==> src/rtl/conv_processor_result_reader_if.sv <==
// Host/memory-side signal bundle for the result reader.
// master = host + result memory, slave = the reader itself.
interface conv_processor_result_reader_if #(
  parameter int DATA_WIDTH = 16,
  parameter int ADDR_WIDTH = 6
);
  logic                  start;
  logic [ADDR_WIDTH:0]   size;
  logic                  mem_rd_en;
  logic [ADDR_WIDTH-1:0] mem_addr;
  logic [DATA_WIDTH-1:0] mem_rdata;
  logic [DATA_WIDTH-1:0] out_data;
  logic                  out_valid;
  logic                  out_ready;
  logic                  busy;
  logic                  done;

  modport master (
    output start, size, mem_rdata, out_ready,
    input  mem_rd_en, mem_addr, out_data, out_valid, busy, done
  );

  modport slave (
    input  start, size, mem_rdata, out_ready,
    output mem_rd_en, mem_addr, out_data, out_valid, busy, done
  );
endinterface

==> src/rtl/conv_processor_result_reader.sv <==
// Streams `size` result-memory words from address 0 to the host through a
// 2-entry output buffer; reads are credit-limited so the buffer never overflows.
module conv_processor_result_reader #(
  parameter int DATA_WIDTH = 16,
  parameter int ADDR_WIDTH = 6
) (
  input logic                          clk,
  input logic                          rst,
  conv_processor_result_reader_if.slave bus
);

  typedef enum logic [1:0] {
    S_IDLE   = 2'd0,
    S_READ   = 2'd1,
    S_DRAIN  = 2'd2,
    S_FINISH = 2'd3
  } state_e;

  localparam logic [ADDR_WIDTH:0] CNT_ZERO = '0;
  localparam logic [ADDR_WIDTH:0] CNT_ONE  = {{ADDR_WIDTH{1'b0}}, 1'b1};

  state_e                state_q, state_d;
  logic [ADDR_WIDTH:0]   size_q, size_d;
  logic [ADDR_WIDTH:0]   rd_cnt_q, rd_cnt_d;
  logic [ADDR_WIDTH:0]   acc_cnt_q, acc_cnt_d;
  logic                  inflight_q;
  logic [DATA_WIDTH-1:0] buf_q [2];
  logic                  rd_ptr_q, wr_ptr_q;
  logic [1:0]            occ_q;
  logic                  busy_q, done_q;
  logic                  pop_s, push_s, issue_s, credit_s;

  assign pop_s    = (occ_q != 2'd0) && bus.out_ready;
  assign push_s   = inflight_q;
  // Slots already claimed (held + in flight - leaving now) must stay below 2.
  assign credit_s = (({1'b0, occ_q} + {2'b00, inflight_q}) < (3'd2 + {2'b00, pop_s}));

  assign bus.mem_rd_en = issue_s;
  assign bus.mem_addr  = rd_cnt_q[ADDR_WIDTH-1:0];
  assign bus.out_data  = buf_q[rd_ptr_q];
  assign bus.out_valid = (occ_q != 2'd0);
  assign bus.busy      = busy_q;
  assign bus.done      = done_q;

  always_comb begin
    state_d   = state_q;
    size_d    = size_q;
    rd_cnt_d  = rd_cnt_q;
    acc_cnt_d = pop_s ? (acc_cnt_q + CNT_ONE) : acc_cnt_q;
    issue_s   = 1'b0;
    case (state_q)
      S_IDLE: begin
        if (bus.start) begin
          size_d    = bus.size;
          rd_cnt_d  = CNT_ZERO;
          acc_cnt_d = CNT_ZERO;
          state_d   = (bus.size == CNT_ZERO) ? S_FINISH : S_READ;
        end else begin
          state_d = S_IDLE;
        end
      end
      S_READ: begin
        issue_s = credit_s;
        if (credit_s) begin
          rd_cnt_d = rd_cnt_q + CNT_ONE;
          state_d  = ((rd_cnt_q + CNT_ONE) == size_q) ? S_DRAIN : S_READ;
        end else begin
          state_d = S_READ;
        end
      end
      S_DRAIN: begin
        if (pop_s && ((acc_cnt_q + CNT_ONE) == size_q)) begin
          state_d = S_FINISH;
        end else begin
          state_d = S_DRAIN;
        end
      end
      S_FINISH: state_d = S_IDLE;
      default:  state_d = S_IDLE;
    endcase
  end

  always_ff @(posedge clk or posedge rst) begin
    if (rst) begin
      state_q   <= S_IDLE;
      size_q    <= CNT_ZERO;
      rd_cnt_q  <= CNT_ZERO;
      acc_cnt_q <= CNT_ZERO;
      busy_q    <= 1'b0;
      done_q    <= 1'b0;
    end else begin
      state_q   <= state_d;
      size_q    <= size_d;
      rd_cnt_q  <= rd_cnt_d;
      acc_cnt_q <= acc_cnt_d;
      busy_q    <= (state_d == S_READ) || (state_d == S_DRAIN);
      done_q    <= (state_d == S_FINISH);
    end
  end

  // Output buffer: read data lands one cycle after its strobe.
  always_ff @(posedge clk or posedge rst) begin
    if (rst) begin
      inflight_q <= 1'b0;
      rd_ptr_q   <= 1'b0;
      wr_ptr_q   <= 1'b0;
      occ_q      <= 2'd0;
      buf_q[0]   <= '0;
      buf_q[1]   <= '0;
    end else begin
      inflight_q <= issue_s;
      if (push_s) begin
        buf_q[wr_ptr_q] <= bus.mem_rdata;
        wr_ptr_q        <= ~wr_ptr_q;
      end
      if (pop_s) begin
        rd_ptr_q <= ~rd_ptr_q;
      end
      case ({push_s, pop_s})
        2'b10:   occ_q <= occ_q + 2'd1;
        2'b01:   occ_q <= occ_q - 2'd1;
        default: occ_q <= occ_q;
      endcase
    end
  end

endmodule

==> src/flat_wrapper.sv <==
// flat-port wrapper written by rule: the top's interface ports become plain ports
module conv_processor_result_reader_flat 
#(
  parameter int DATA_WIDTH = 16,
  parameter int ADDR_WIDTH = 6
)
  (clk, rst, bus_start, bus_size, bus_mem_rdata, bus_out_ready, bus_mem_rd_en, bus_mem_addr, bus_out_data, bus_out_valid, bus_busy, bus_done);
  conv_processor_result_reader_if #(.DATA_WIDTH(DATA_WIDTH), .ADDR_WIDTH(ADDR_WIDTH)) bus_i ();
  input logic clk;
  input logic rst;
  input wire logic [$bits(bus_i.start)-1:0] bus_start;
  input wire logic [$bits(bus_i.size)-1:0] bus_size;
  input wire logic [$bits(bus_i.mem_rdata)-1:0] bus_mem_rdata;
  input wire logic [$bits(bus_i.out_ready)-1:0] bus_out_ready;
  output wire logic [$bits(bus_i.mem_rd_en)-1:0] bus_mem_rd_en;
  output wire logic [$bits(bus_i.mem_addr)-1:0] bus_mem_addr;
  output wire logic [$bits(bus_i.out_data)-1:0] bus_out_data;
  output wire logic [$bits(bus_i.out_valid)-1:0] bus_out_valid;
  output wire logic [$bits(bus_i.busy)-1:0] bus_busy;
  output wire logic [$bits(bus_i.done)-1:0] bus_done;
  assign bus_i.start = bus_start;
  assign bus_i.size = bus_size;
  assign bus_i.mem_rdata = bus_mem_rdata;
  assign bus_i.out_ready = bus_out_ready;
  assign bus_mem_rd_en = bus_i.mem_rd_en;
  assign bus_mem_addr = bus_i.mem_addr;
  assign bus_out_data = bus_i.out_data;
  assign bus_out_valid = bus_i.out_valid;
  assign bus_busy = bus_i.busy;
  assign bus_done = bus_i.done;
  conv_processor_result_reader #(.DATA_WIDTH(DATA_WIDTH), .ADDR_WIDTH(ADDR_WIDTH)) u_core (.clk(clk), .rst(rst), .bus(bus_i));
endmodule
==> config.mk <==
export PLATFORM = sky130hd
export DESIGN_NAME = conv_processor_result_reader_flat
export DESIGN_NICKNAME = d
export VERILOG_FILES = /design/src/rtl/conv_processor_result_reader_if.sv /design/src/rtl/conv_processor_result_reader.sv /design/src/flat_wrapper.sv
export SDC_FILE = /design/constraint.sdc
export NUM_CORES = 1
export LEC_CHECK = 0
export CORE_MARGIN = 10
export CORE_UTILIZATION = 68
export CTS_BUF_LIST = sky130_fd_sc_hd__clkbuf_8 sky130_fd_sc_hd__clkbuf_16
export DETAILED_ROUTE_END_ITERATION = 8
export DONT_BUFFER_PORTS = 1
export PLACE_DENSITY = 0.84
export SYNTH_ARGS = -nofsm -noshare
export SYNTH_HDL_FRONTEND = slang
export SYNTH_SLANG_ARGS = --single-unit
==> constraint.sdc <==
create_clock -name clk -period 4.1 [get_ports clk]
set_input_delay 0.82 -clock clk [delete_from_list [all_inputs] [get_ports clk]]
set_output_delay 0.82 -clock clk [all_outputs]
set_load 0.005 [all_outputs]
== Word level (Yosys, flattened, before mapping) ==
Cells that the tools add are included.
W data, S select, Z words.

* Register bits: 62
* Output and inout bits: 26
* Logic and storage cells: 69

* Add/subtract/negate cells: 6
* Order comparisons: 4
* Equal/unequal tests: 12
* Mux-type cells: 20
* Bitwise logic cells: 4
* Reduce and logical (&&, ||, !) cells: 11

{| class="wikitable"
|+ Operators with widths
! kind !! number
|-
| $mux W16 || 4
|-
| $mux W7 || 5
|-
| $bwmux W32 || 1
|-
| $demux W16 S1 || 1
|-
| $add A7 B1 Y7 const B || 2
|-
| $eq A7 B7 Y1 || 2
|-
| $pmux W7 S2 || 1
|-
| $eq A2 B2 Y1 const B || 5
|-
| $mux W2 || 4
|-
| $pmux W2 S4 || 1
|-
| $logic_not A7 Y1 || 1
|-
| $eq A2 B1 Y1 const B || 3
|-
| $reduce_bool A2 Y1 || 3
|-
| $ge A2 B2 Y1 const B || 2
|-
| $not A1 Y2 || 2
|-
| $pmux W2 S2 || 1
|-
| $add A2 B1 Y3 || 1
|-
| $add A2 B1 Y3 const A || 1
|-
| $logic_and A1 B1 Y1 || 3
|-
| $lt A3 B3 Y1 || 1
|-
| $reduce_and A3 Y1 || 1
|-
| $add A2 B1 Y2 const B || 1
|-
| $logic_not A2 Y1 || 1
|-
| $lt A2 B1 Y1 const B || 1
|-
| 7 further kinds || 9
|}

== Depth between registers and ports, before layout ==
* Depth after elaboration: 8
* Gate-level depth with buffers: 8
* Depth with buffers taken out: 8

== Least setup slack after synthesis ==
OpenSTA, ideal clock, no wires.

* Kind: register to register
* From: register u_core.rd_cnt_q[0]
* To: register u_core.busy_q, in the netlist u_core.bus.busy
* Library setup time: 0.126 ns
* Data arrival time: 2.112 ns
* Data required time: 3.974 ns
* Path slack: 1.862 ns
* Cell stages (with the launch flop): 9
* Clock period less this slack: 2.238 ns
* Cell sequence: dfrtp_1 ha_1 buf_4 nand3_4 or3_4 a2111oi_4 and4_1 o32ai_1 ha_1

* Cells in the longest elaborated chain, start to end: 7
* Elaborated cells on any way between the ends: 8
* Those cells by class: add/sub (1); eq/ne (3); mux (3); reduce/logical (1)

{| class="wikitable"
|+ Ends and longest elaborated chain
! element !! line !! RTL
|-
| start: declaration || conv_processor_result_reader.sv:24 || <nowiki>logic [ADDR_WIDTH:0] rd_cnt_q, rd_cnt_d;</nowiki>
|-
| start signal: assignment || conv_processor_result_reader.sv:94 || <nowiki>rd_cnt_q <= rd_cnt_d;</nowiki>
|-
| $add A7 B1 Y7 (*) || conv_processor_result_reader.sv:66 || <nowiki>state_d = ((rd_cnt_q + CNT_ONE) == size_q) ? S_DRAIN : S_READ;</nowiki>
|-
| $eq A7 B7 Y1 (*) || conv_processor_result_reader.sv:66 ||
|-
| $mux W2 (*) || conv_processor_result_reader.sv:66 ||
|-
| $mux W2 (*) || conv_processor_result_reader.sv:64 || <nowiki>if (credit_s) begin</nowiki>
|-
| $pmux W2 S4 (*) || conv_processor_result_reader.sv:51 || <nowiki>case (state_q)</nowiki>
|-
| $eq A2 B1 Y1 / $eq A2 B2 Y1 (equally long branches) || conv_processor_result_reader.sv:96 || <nowiki>busy_q <= (state_d == S_READ) || (state_d == S_DRAIN);</nowiki>
|-
| $logic_or A1 B1 Y1 (*) || conv_processor_result_reader.sv:96 ||
|-
| end signal: assignment || conv_processor_result_reader.sv:96 ||
|-
| end: declaration || conv_processor_result_reader.sv:30 || <nowiki>logic busy_q, done_q;</nowiki>
|}

Every way passes the cells marked *; elsewhere a longest branch is shown, timed or not.
A chain may end at the register's enable or synchronous reset.

== Worst setup path after layout ==
* From: register u_core.inflight_q
* To: output port bus_mem_rd_en

* Cells in the longest elaborated chain, start to end: 3

{| class="wikitable"
|+ Ends and longest elaborated chain
! element !! line !! RTL
|-
| start: declaration || conv_processor_result_reader.sv:26 || <nowiki>logic inflight_q;</nowiki>
|-
| start signal: assignment || conv_processor_result_reader.sv:111 || <nowiki>inflight_q <= issue_s;</nowiki>
|-
| $add A2 B1 Y3 || conv_processor_result_reader.sv:36 || <nowiki>assign credit_s = (({1'b0, occ_q} + {2'b00, inflight_q}) < (3'd2 + {2'b00, pop_s}));</nowiki>
|-
| $lt A3 B3 Y1 || conv_processor_result_reader.sv:36 ||
|-
| $mux W1 || conv_processor_result_reader.sv:51 ||
|-
| end: declaration || flat_wrapper.sv:15 || <nowiki>output wire logic [$bits(bus_i.mem_rd_en)-1:0] bus_mem_rd_en;</nowiki>
|}

No other way between the ends.

==> implementation parameters <==
Parameter                              Value

Die
  Area of the core ... 4470 µm²
  Die Area ... between 7000 and 8000 µm²
  Die Height ... between 80 and 90 µm
  Starting utilization of the core area ... about 72%
  Placement Rows ... 24
  Die width ... 88.8 µm
  Number of placed I/O pins ... 53

Synthesis
  Sequential area share after synthesis ... between 40% and 50%
  Yosys warnings ... 0
  Cell count after synthesis ... 264
  Top cells by instance count after synthesis ... sky130_fd_sc_hd__dfrtp_1 (62), sky130_fd_sc_hd__mux2_2 (57), sky130_fd_sc_hd__xnor2_1 (13), sky130_fd_sc_hd__nor2_1 (12), sky130_fd_sc_hd__nand2_1 (11)
  Top-count cell post-synth ... sky130_fd_sc_hd__dfrtp_1
  Most instantiated flip-flop cell in the synthesis netlist ... sky130_fd_sc_hd__dfrtp_1
  Most area-consuming cells after synthesis ... sky130_fd_sc_hd__dfrtp_1 (48%), sky130_fd_sc_hd__mux2_2 (20%), sky130_fd_sc_hd__xnor2_1 (3.5%)
  Library cells used by synthesis ... between 50 and 60
  Top-area cell type share of the netlist area ... about half
  Synthesized area per cell ... about 12 µm²
  Synthesized cell area ... roughly 3200 µm²
  Number of enable-type register cells in the synthesized netlist ... 0
  FFs w/ async S/R, synth ... 100%
  Synth Net Count ... 297
  Seq cells post-synth ... 62
  Synth area leader ... sky130_fd_sc_hd__dfrtp_1

CTS
  Clock latency reported for the late side of the worst-skew pair ... between 300 and 400 ps
  Resized cells post-CTS ... 0
  CTS Buf Count ... 9
  CTS HTree Levels ... 3
  TritonCTS clock tree ... yes
  CTS clock-pin slew for the worst setup and hold paths ... approximately 60 ps
  Buffers inserted by post-CTS timing repair ... 0
  Cell at the root of the clock tree ... sky130_fd_sc_hd__clkbuf_8
  Post-CTS Hold Buffers ... 0
  CTS Sinks ... 62
  Max Root-Sink Buffers ... 2

Drt
  Detail-routed via count per cell ... between 6 and 7
  Met3 wirelength from detailed routing ... 390 µm
  DRC violation count after routing ... 0
  Top sig layer ... met4
  Met1 Routed Length ... 2680 µm
  DRC violation total after the first TritonRoute iteration ... ~140
  DR vias ... 1999
  Length of the first detailed-routing pass in iterations ... 4
  Wire length on met2 ... between 3000 and 4000 µm
  Wire per inst ... 20.1 µm
  Final Routed Wirelength ... 6400 µm
  Antenna-violating nets left ... 0

Hold path
  WHS Endpoint ... u_core.buf_q[26]
  Count of cells along the worst hold path ... 1
  HP Start ... u_core.buf_q[26]
  Worst min path class ... flop to flop

Layout
  Share of post-route cells with drive strength above 1 ... approximately a third
  Synth-to-Final Area Change ... 7.07%
  Final Non-Filler Cells ... around 320
  Final net count ... between 200 and 300
  Diode count ... 0

Pwr
  Leak pwr ... around 0.0015 µW
  Worst voltage drop across the vdd grid ... about 0.47 mV
  Areal power density over the cells ... 825 nW/µm²

Worst setup path
  Element type at the critical path end ... output port
  Worst Path Buf+Inv ... 0
  Arrival time reported for the critical path endpoint ... between 1500 and 2000 ps
  Crit Path Max Fanout ... 10
  Cell family with the largest share of critical-path delay ... simple AND/OR/NAND/NOR gates
  WS Path Type ... flop to output port
  Highest cell delay on the worst timing path ... about 440 ps
  R2R setup slack ... between 1500 and 2000 ps
  Cell with the largest stage delay on the worst path ... sky130_fd_sc_hd__dfrtp_1
  Required time at the worst-slack endpoint ... ~3300 ps
  R2R cell count ... 7
  Cell seen most often among critical-path stages ... sky130_fd_sc_hd__ha_1
  Critical register-to-register path endpoint ... u_core.bus.busy
  Ordered cell list for the critical path ... ha_1, ha_1, nor2_1, a21oi_4, nor2_4
  Critical Path Source Type ... flop
  Source of the worst register-to-register timing path ... u_core.rd_cnt_q[0]

Placement
  Post-Place Worst Slack ... 1580 ps
  Placed wire-length estimate ... roughly 4500 µm
  Total of buffers placed on input and output ports ... 0
  GPL Wtd Cong ... 0.835
  Cells after DPL ... around 300

Timing
  Number of hold violations in the final report ... 0
  Final cycle utilization of the critical path ... 66.0%
  Transition time at the pin with the least slew margin ... just under 800 ps
  Final setup viols ... 0
  Final critical-path required period ... 2710 ps
  Sum Neg Setup Slack ... 0 ps
  Post-route setup slack ... about 1400 ps
  RSZ-0062 raised after global routing ... false
  Number of pins with negative max-slew slack in the final report ... 0
  Relative max-transition margin ... slightly below 50%
  Clock tree skew after final layout ... between 5 and 6 ps
  Achievable Freq ... 369 MHz

GRT
  Vias in the first global route ... approximately 2000
  Global-route wire length before repair ... 10500 µm
  Pin count of the biggest net entering global routing ... 39
  Global routing usage summed across all routing layers ... 17.4%
  Antenna violations before repair ... 0
  Global-route congestion overflow total ... 0

Flow run
  Number of max-cap violations ... 0

Status
  Outcome ... finished clean
[power breakdown]
part           internal [µW]  switching, µW
Clock                    414            223
Combinational            560            491
Sequential               885            272
Total                   1860            986
[sequential cells by signal, indices dropped and copies added, names as in the netlist]
name,cells
u_core.buf_q,32
u_core.acc_cnt_q,7
u_core.rd_cnt_q,7
u_core.size_q,7
u_core.occ_q,2
u_core.state_q,2
u_core.bus.busy,1
u_core.bus.done,1
u_core.inflight_q,1
u_core.rd_ptr_q,1
u_core.wr_ptr_q,1
[through the flow]
| step | utilization [%] | hold slack (ps) | cell area (µm²) | power (µW) |
|---|---|---|---|---|
| after floorplan | - | 461 | 3220 | 2000 |
| after global placement | 71.8 | 479 | 3210 | 2160 |
| after detailed placement | 71.8 | 489 | 3210 | 2210 |
| after CTS | 77.0 | 503 | 3450 | 2880 |
| after global routing | 77.0 | 513 | 3450 | 3050 |
| final | 77.0 | 500 | 3450 | 2840 |
[area by class of cell]
type                            instances  area, µm²
Clock buffer                           10        138
Clock inverter                          5       98.8
Fill cell                             279       1030
Inverter                                5       26.3
Multi-Input combinational cell        181       1550
Sequential cell                        62       1550
Tap cell                               52       65.1
Timing Repair Buffer                    3       22.5
[kinds of logic (layout without fill, tap and decap cells)]
kind of cell             after synthesis  after routing  share of synthesized area (%)
flip-flops                            62             62                           48.2
multiplexers                          59             59                           20.6
AND/OR/NAND/NOR                       56             56                           10.3
AO/OA/AOI/OAI                         38             38                           8.78
XOR/XNOR                              22             22                           5.99
buffers and inverters                 21             23                           3.81
adder cells (fa/ha/maj)                6              6                           2.33
[layout by cell type (no fill, tap or decap), types with 3 or more instances in the layout]
master / instances
sky130_fd_sc_hd__nand2_1: 11
sky130_fd_sc_hd__o21ai_0: 8
sky130_fd_sc_hd__nor2_1: 12
sky130_fd_sc_hd__nand3_1: 4
sky130_fd_sc_hd__xnor2_1: 13
sky130_fd_sc_hd__xor2_1: 9
sky130_fd_sc_hd__nor3_1: 4
sky130_fd_sc_hd__clkbuf_8: 10
sky130_fd_sc_hd__dfrtp_1: 62
sky130_fd_sc_hd__a21oi_1: 8
sky130_fd_sc_hd__inv_1: 4
sky130_fd_sc_hd__ha_1: 6
sky130_fd_sc_hd__bufinv_16: 3
sky130_fd_sc_hd__mux2_2: 57
sky130_fd_sc_hd__nand2b_1: 3
sky130_fd_sc_hd__buf_4: 3
[worst max-delay path by stage]
stage | from | depth (start not counted) | endpoint | slack [ps]
after CTS | u_core.inflight_q | 5 | bus_mem_rd_en | 1390
after floorplan | rst | 1 | u_core.acc_cnt_q[0] | 1740
after global routing | u_core.inflight_q | 5 | bus_mem_rd_en | 1290
after detailed placement | u_core.rd_cnt_q[0] | 7 | u_core.bus.busy | 1580
after global placement | u_core.rd_cnt_q[0] | 7 | u_core.bus.busy | 1660
final | u_core.inflight_q | 5 | bus_mem_rd_en | 1390
[layer usage]
metal / up-vias / track usage (%)
met4: 0 / 8.96
met1: 999 / 21.8
li1: 947 / -
met2: 43 / 26.5
met5: - / 0
met3: 10 / 5.42
No activity file was read; power rests on OpenSTA's default activity.
